===== src/rtl/calc_sequencer.sv =====
// Front-panel sequencer: button pulses edit A/B/OP, launch the ALU with a timeout,
// capture the result and drive the 7-segment value/field selection.
module calc_sequencer #(
   parameter int WIDTH   = 4,
   parameter int OP_W    = 3,
   parameter int TIMEOUT = 15
) (
   input  logic             clk,
   input  logic             rst_n,
   input  logic             up_i,
   input  logic             down_i,
   input  logic             enter_i,
   input  logic             back_i,
   input  logic [WIDTH-1:0] alu_result_i,
   input  logic             alu_done_i,
   output logic [WIDTH-1:0] alu_a_o,
   output logic [WIDTH-1:0] alu_b_o,
   output logic [OP_W-1:0]  alu_op_o,
   output logic             alu_start_o,
   output logic [WIDTH-1:0] disp_val_o,
   output logic [1:0]       disp_field_o,
   output logic             busy_o,
   output logic             err_o
);

   typedef enum logic [2:0] {S_A, S_B, S_OP, S_EXEC, S_RES} state_t;

   localparam logic [7:0] TO = 8'(TIMEOUT);

   state_t           state_q, state_d;
   logic [WIDTH-1:0] a_q, a_d, b_q, b_d, res_q, res_d;
   logic [OP_W-1:0]  op_q, op_d;
   logic [7:0]       cnt_q, cnt_d;
   logic             err_q, err_d;
   logic             start_q, start_d, busy_q, busy_d;
   logic [WIDTH-1:0] val_q, val_d;
   logic [1:0]       field_q, field_d;
   logic             inc, dec;

   // up and down together cancel each other
   assign inc = up_i & ~down_i;
   assign dec = down_i & ~up_i;

   always_ff @(posedge clk or negedge rst_n) begin
      if (!rst_n) begin
         state_q <= S_A;
         a_q     <= '0;
         b_q     <= '0;
         op_q    <= '0;
         res_q   <= '0;
         cnt_q   <= '0;
         err_q   <= 1'b0;
         start_q <= 1'b0;
         busy_q  <= 1'b0;
         val_q   <= '0;
         field_q <= '0;
      end else begin
         state_q <= state_d;
         a_q     <= a_d;
         b_q     <= b_d;
         op_q    <= op_d;
         res_q   <= res_d;
         cnt_q   <= cnt_d;
         err_q   <= err_d;
         start_q <= start_d;
         busy_q  <= busy_d;
         val_q   <= val_d;
         field_q <= field_d;
      end
   end

   always_comb begin
      state_d = state_q;
      a_d     = a_q;
      b_d     = b_q;
      op_d    = op_q;
      res_d   = res_q;
      cnt_d   = cnt_q;
      err_d   = err_q;
      case (state_q)
         S_A: begin
            if (back_i)       a_d = '0;
            else if (enter_i) state_d = S_B;
            else if (inc)     a_d = a_q + 1'b1;
            else if (dec)     a_d = a_q - 1'b1;
         end
         S_B: begin
            if (back_i)       state_d = S_A;
            else if (enter_i) state_d = S_OP;
            else if (inc)     b_d = b_q + 1'b1;
            else if (dec)     b_d = b_q - 1'b1;
         end
         S_OP: begin
            if (back_i)       state_d = S_B;
            else if (enter_i) begin
               state_d = S_EXEC;
               cnt_d   = '0;
            end
            else if (inc)     op_d = op_q + 1'b1;
            else if (dec)     op_d = op_q - 1'b1;
         end
         S_EXEC: begin
            cnt_d = cnt_q + 8'd1;
            // start_q marks the launch cycle, where alu_done is not trusted
            if (back_i) state_d = S_OP;
            else if (alu_done_i && !start_q) begin
               res_d   = alu_result_i;
               err_d   = 1'b0;
               state_d = S_RES;
            end else if (cnt_q == TO) begin
               res_d   = '0;
               err_d   = 1'b1;
               state_d = S_RES;
            end
         end
         S_RES: begin
            if (enter_i) begin
               a_d     = res_q;
               err_d   = 1'b0;
               state_d = S_A;
            end else if (back_i) begin
               err_d   = 1'b0;
               state_d = S_OP;
            end
         end
         default: state_d = S_A;
      endcase
   end

   always_comb begin
      start_d = (state_q == S_OP) && (state_d == S_EXEC);
      busy_d  = (state_d == S_EXEC);
      field_d = 2'd3;
      val_d   = '0;
      case (state_d)
         S_A:     begin field_d = 2'd0; val_d = a_d;         end
         S_B:     begin field_d = 2'd1; val_d = b_d;         end
         S_OP:    begin field_d = 2'd2; val_d = WIDTH'(op_d); end
         S_RES:   val_d = res_d;
         default: val_d = '0;
      endcase
   end

   assign alu_a_o      = a_q;
   assign alu_b_o      = b_q;
   assign alu_op_o     = op_q;
   assign alu_start_o  = start_q;
   assign busy_o       = busy_q;
   assign err_o        = err_q;
   assign disp_val_o   = val_q;
   assign disp_field_o = field_q;

endmodule


===== config.mk =====
export PLATFORM = sky130hd
export DESIGN_NAME = calc_sequencer
export DESIGN_NICKNAME = d
export VERILOG_FILES = /design/src/rtl/calc_sequencer.sv
export SDC_FILE = /design/constraint.sdc
export NUM_CORES = 1
export LEC_CHECK = 0
export BUFFER_PORTS_ARGS = -buffer_cell sky130_fd_sc_hd__buf_2
export CORE_AREA = 2 2 75 77
export DETAILED_ROUTE_END_ITERATION = 12
export DIE_AREA = 0 0 77 79
export PLACE_DENSITY = 0.61
export SLEW_MARGIN = 15
export SYNTH_ARGS = -nofsm -noshare
export SYNTH_HDL_FRONTEND = slang
export SYNTH_SLANG_ARGS = --single-unit

===== constraint.sdc =====
create_clock -name clk -period 2.3 [get_ports clk]
set_clock_uncertainty 0.15 [all_clocks]
set_input_delay 0.23 -clock clk [delete_from_list [all_inputs] [get_ports clk]]
set_output_delay 0.23 -clock clk [all_outputs]
set_load 0.05 [all_outputs]

==> results of run 1 <==
[flip-flops by register name, indices dropped and copies added, names as in the netlist]
name          cells
cnt_q             8
alu_a_o           4
alu_b_o           4
disp_val_o        4
res_q             4
alu_op_o          3
state_q           3
disp_field_o      2
alu_start_o       1
busy_o            1
err_o             1
[cells in the final DEF (no fill, tap or decap), drive strengths merged, types with 2 or more instances in the layout]
cell type,n
or4,2
a221o,4
o22ai,2
o2bb2ai,3
or3,2
a21oi,13
o21ai,11
or2,3
nand2b,6
nand3,9
and2,2
mux2i,2
o31ai,4
inv,9
buf,45
nand2,19
nor3,3
dfrtp,35
a22oi,4
nor2,22
nand4,5
nor2b,6
clkbuf,7
a22o,8
xor2,10
xnor2,4
ha,7
and3,2
[cell usage after synthesis, types with 4 or more instances]
library cell	n
nand3_1	9
nor2_1	22
ha_1	7
xnor2_1	4
a22o_1	8
inv_1	9
o31ai_1	4
nand2b_1	6
nand2_1	19
xor2_1	10
o21ai_0	10
a221o_1	4
dfrtp_1	35
nor2b_1	5
a22oi_1	4
a21oi_1	13
clkbuf_1	6
nand4_1	5
[what timing repair did]
| action | CTS | global route |
|---|---|---|
| buffers inserted | 0 | 5 |
| hold endpoints to repair | 35 | 0 |
| hold buffers | 1 | 0 |
| endpoints found under the setup margin | 0 | 2 |
| resized for setup | 0 | 1 |
[area by class of cell]
class / count / share of cell area (%)
multi-input cells: 165 / 43.9
flip-flops and latches: 35 / 35.7
repair buffers: 46 / 11.1
clock buffers: 7 / 3.92
well taps: 72 / 3.67
inverters: 9 / 1.38
clock inverters: 1 / 0.306
[power groups by stage]
stage	registers (mW)	logic, mW	clock network [mW]
6_report	1.00	1.31	0.496
5_1_grt	1.04	1.43	0.527
4_1_cts	1.00	1.28	0.508
3_5_place_dp	1.01	1.28	0
3_3_place_gp	1.01	1.26	0
2_1_floorplan	1.44	0.523	0
[path summary, 6_finish.rpt]
path | from | to | slack [ns] | cells after the start
worst max-delay path | cnt_q[1] | disp_val_o[1] | 0.03 | 7
worst min-delay path | alu_result_i[2] | res_q[2] | 0.04 | 2
worst max register to register | cnt_q[1] | disp_val_o[1] | 0.03 | 7
worst min register to register | alu_op_o[2] | alu_op_o[2] | 0.34 | 1
max in group asynchronous | rst_n | disp_val_o[2] | 1.08 | 2
min in group asynchronous | rst_n | busy_o | 0.41 | 2
[per-layer routing]
layer,GRT usage (%),vias up
met5,0,-
met4,6.96,0
met3,4.20,11
met2,24.3,35
met1,25.4,806
li1,-,869
[cell families (layout without fill, tap and decap cells)]
| logic type | after synthesis | after routing | synth area share, % |
|---|---|---|---|
| simple gates | 84 | 84 | 21.2 |
| compound gates | 58 | 58 | 20.3 |
| flops | 35 | 35 | 43.0 |
| buf+inv | 20 | 63 | 4.24 |
| xor+xnor | 14 | 14 | 6.02 |
| fa+ha+maj | 7 | 7 | 4.30 |
| mux | 2 | 2 | 0.982 |
[worst reg2reg max path: stages (launching register included)]
cell,delay (ns)
dfrtp_1,0.38
ha_2,0.22
nand4b_1,0.12
o41ai_2,0.39
nand2b_1,0.19
a22o_1,0.27
a22o_1,0.21
a211o_1,0.22
[per-stage QoR]
step	area (sq um)	power, mW	setup slack [ns]	std cells	hold WS (ns)
after CTS	2410	2.79	0.0205	330	0.0332
after detailed placement	2300	2.29	0.0448	321	0.227
after floorplan	2040	1.96	0.0931	220	-0.216
final	2450	2.81	0.0313	335	0.0399
after global routing	2450	3.00	-0.0862	335	0.0494
after global placement	2300	2.27	0.118	321	0.213
==> flow_summary.ini, run 1 <==
[outcome]
status = finished, final reports clean

[cells_and_area]
drive_above_1_share_pct = 23.2
fin_nets = 280
multi_input_area_sq_um = 1080
final_util_pct = 46.0
num_antenna_cells = 0
fillCellCount = 556
seq_area_sq_um = 876
syn2layout_area_growth_pct = 20.4

[floorplan]
io_pins = 31
start_util_pct = 38.2
num_rows = 27
core_area_sq_um = 5340
die_x_um = 77
fp.dieH_um = 79
die-area_sq_um = 6080

[drt]
highest_layer = met4
num_vias = 1721
post_drt_wl_per_cell_um = 14.3
dr.first_iter.drc_count = 111
via_per_inst = 5.14
first_pass_iters = 4
drc = 0
wl_mm = 4.78
dr_wl_met3_um = 225
dr_wl_met2_mm = 2.05
ant_nets = 0
met1Wirelength_mm = 2.41

[sta]
worstMarginPinSlew_ns = 0.794
finalHoldViolations = 0
slew-limit-headroom_pct = 47.1
fin_tns_setup_ns = 0
post-route-period-util_pct = 98.6
rsz0062_at_grt = yes
slew_violations = 0
setup_viol = 0
fin_crit_ns = 2.27
fmax_mhz = 441

[synth]
syn_area_sq_um = 2040
ys_types = 46
yosysWarningCount = 0
yosysSeqAreaShare_pct = 43.0
postSynthCellCount = 220
syn_nets = 238
synth-seq-cells = 35
async_flop_share_pct = 100
synth_area_per_cell_sq_um = 9.26
ys_top_cells_by_area = dfrtp_1 43%, ha_1 4.3%, xor2_1 4.3%, nor2_1 4.1%, nand2_1 3.5%
yosysTopAreaCellShare_pct = 43.0
synth_edf_count = 0
synthFlopType = dfrtp_1
synth_top_area_cell = dfrtp_1

[clock_tree]
cts_buffers = 5
ctsRootBufferMaster = clkbuf_8
clk_path_buf_depth = 2
cts.sinks = 35
path_clk_slew_ns = 0.07
insertion_delay_ns = 0.29
htreeDepth = 2
cts_tree = built

[global_routing]
antenna_found_initial = 0
grt_max_degree = 36
grt_overflow_total = 0
grt_usage_pct = 17.3
grt_pass1_wl_mm = 8.20
grt_pass1_vias = 1672

[setup_path]
cp_common_cell = a22o_1
cpLargestDelayFamily = compound AO/OA/AOI/OAI gates
worstSetupPathType = reg2reg
crit_path_cell_trace = ha_2, nand4b_1, o41ai_2, nand2b_1, a22o_1, a22o_1, a211o_1
crit_buf_inv = 0
required_ns = 2.33
crit_path_top_delay_cell = o41ai_2
cp.arrival_ns = 2.29
path_max_fanout = 5
end_kind = flop
crit_path_start_kind = flop
critPathMaxStageDelay_ns = 0.39

[power_and_ir_drop]
seq_power_share_pct = 35.6
p_sw_mw = 1.29
swShare_pct = 45.9
p_int_mw = 1.52
comb_power_share_pct = 46.7
p_leak_nw = 1.17
power.density_nw_per_um2 = 1150
p_clk_share_pct = 17.6
ir_drop_uv = 664

[worst_hold_path]
hp-class = in2reg

[job]
cap_violations = 0

[placed_design]
portBuffers = 30
dpl.hpwl_mm = 3.49
routabilityCongestion = 0.793
(Power assumes the default switching activity.)
==> run 2: changes to the inputs <==
--- a/config.mk
+++ b/config.mk
@@ -6,10 +6,12 @@
 export NUM_CORES = 1
 export LEC_CHECK = 0
 export BUFFER_PORTS_ARGS = -buffer_cell sky130_fd_sc_hd__buf_2
+export CELL_PAD_IN_SITES_DETAIL_PLACEMENT = 0
+export CELL_PAD_IN_SITES_GLOBAL_PLACEMENT = 1
 export CORE_AREA = 2 2 75 77
 export DETAILED_ROUTE_END_ITERATION = 12
 export DIE_AREA = 0 0 77 79
-export PLACE_DENSITY = 0.61
+export PLACE_DENSITY = 0.75
 export SLEW_MARGIN = 15
 export SYNTH_ARGS = -nofsm -noshare
 export SYNTH_HDL_FRONTEND = slang
==> run 2 against run 1 <==
- cell count down 0.60%
- register-to-register slack better by 0.02 ns
- largest cell class unchanged
- global-route usage is 0.55 points higher
- sequential power hardly changed
- power is 1.2% higher
- non-clock buffer count down 1
- critical path depth did not move
- critical path type unchanged
- worst setup slack better by 0.025 ns
==> flow_summary.ini, run 2 (same netlist as run 1, synthesis figures left out) <==
[setup_path]
crit_path_top_delay_cell = dfrtp_1
reg2reg_slack_ns = 0.06
crit_buf_inv = 1
r2r-end = disp_val_o[0]
ff2ff_path_depth = 7
cp.arrival_ns = 2.27
path_max_fanout = 4
r2r-start = cnt_q[0]
crit_path_start_kind = flop
cpLargestDelayFamily = compound AO/OA/AOI/OAI gates
required_ns = 2.32
crit_path_cell_trace = ha_2, nand4b_1, o41ai_4, nand2b_1, buf_4, a22o_1, a221o_1
end_kind = flop
critPathMaxStageDelay_ns = 0.38
worstSetupPathType = reg2reg

[drt]
via_per_inst = 5.36
first_pass_iters = 4
post_drt_wl_per_cell_um = 14.8
ant_nets = 0
wl_mm = 4.92
dr.first_iter.drc_count = 119
num_vias = 1786
drc = 0

[floorplan]
num_rows = 27
die-area_sq_um = 6080
io_pins = 31
start_util_pct = 38.2
core_area_sq_um = 5340
die_x_um = 77
fp.dieH_um = 79

[global_routing]
grt_max_degree = 36
antenna_found_initial = 0
grt_pass1_wl_mm = 8.49
grt_usage_pct = 17.8
grt_pass1_vias = 1679
grt_overflow_total = 0

[cells_and_area]
syn2layout_area_growth_pct = 20.9
drive_above_1_share_pct = 23.0
fin_nets = 279
layout_commonest_cell = dfrtp_1
stdcell_area_sq_um = 2460
largest_register_ffs = 8
regMostFlops = cnt_q
final_cell_mix = 35 x dfrtp_1, 30 x buf_2, 21 x nor2_1, 19 x nand2_1, 14 x buf_4
num_antenna_cells = 0

[sta]
post-route-period-util_pct = 97.6
worst_hold_slack_ns = 0.0572
slew_violations = 0
rsz0062_at_grt = yes
setup_viol = 0
slew-limit-headroom_pct = 47.6
finalHoldViolations = 0
worstMarginPinSlew_ns = 0.786
fin_crit_ns = 2.24
fmax_mhz = 446

[clock_tree]
htreeDepth = 2
ctsRootBufferMaster = clkbuf_8
clk_path_buf_depth = 2
cts_tree = built
cts_buffers = 5
cts.sinks = 35
insertion_delay_ns = 0.29
path_clk_slew_ns = 0.07

[power_and_ir_drop]
power.density_nw_per_um2 = 1150
ir_drop_uv = 463
p_leak_nw = 1.17

[placed_design]
portBuffers = 30
dpl.hpwl_mm = 3.59
postPlaceCellArea_sq_um = 2320
routabilityCongestion = 0.758

[worst_hold_path]
whs_path_depth = 2
worst_hold_startpoint = alu_result_i[2]
min_to = res_q[2]
hp-class = in2reg

[job]
cap_violations = 0

[outcome]
status = finished, final reports clean
## run 2: power by group
part	leakage (nW)	internal (mW)	switching (mW)	total [mW]
registers	0.448	0.815	0.181	0.996
clock network	0.0513	0.318	0.222	0.540
logic	0.668	0.420	0.888	1.31
## run 2: layout make-up
type / count / area, sq um
clock buffer: 6 / 72.6
fill: 537 / 2870
clock inverter: 1 / 30.0
multi-input combinational: 165 / 1100
tap: 72 / 90.1
timing repair buffer: 45 / 265
inverter: 9 / 33.8
sequential: 35 / 876
## run 2: worst max-delay path by stage
stage / start / endpoint / slack [ns] / depth (start not counted)
final: cnt_q[0] / disp_val_o[0] / 0.06 / 7
after global routing: cnt_q[1] / disp_val_o[0] / -0.02 / 7
after CTS: cnt_q[0] / disp_val_o[0] / 0.07 / 7
after detailed placement: cnt_q[0] / disp_val_o[0] / 0.08 / 7
after global placement: cnt_q[0] / disp_val_o[1] / 0.14 / 7
after floorplan: alu_b_o[0] / disp_val_o[1] / 0.09 / 7
## run 2: what timing repair did
item                       CTS  global route
setup buffers                0             1
hold buffers                 1             0
hold endpoints to repair    35             0
resized for setup            0             4
setup endpoints to repair    0             3
## run 2: metal layers
layer | share of wire, % | global-route usage, % | routed length (um) | vias to the layer above
met2 | 44 | 26.4 | 2170 | 48
met3 | 5.5 | 4.20 | 272 | 7
li1 | - | - | - | 866
met1 | 49 | 26.1 | 2420 | 865
met5 | 0 | 0 | 0 | -
met4 | 1.1 | 4.82 | 56 | 0
## run 2: through the flow
stage / util, % / instances / power (mW) / setup WS [ns] / TNS, ns
2_1_floorplan: - / 220 / 1.96 / 0.0931 / 0
3_3_place_gp: 43.5 / 324 / 2.29 / 0.143 / 0
3_5_place_dp: 43.5 / 324 / 2.29 / 0.0762 / 0
4_1_cts: 45.6 / 332 / 2.84 / 0.0727 / 0
5_1_grt: 46.2 / 333 / 3.05 / -0.0154 / -0.0299
6_report: 46.2 / 333 / 2.84 / 0.0559 / 0
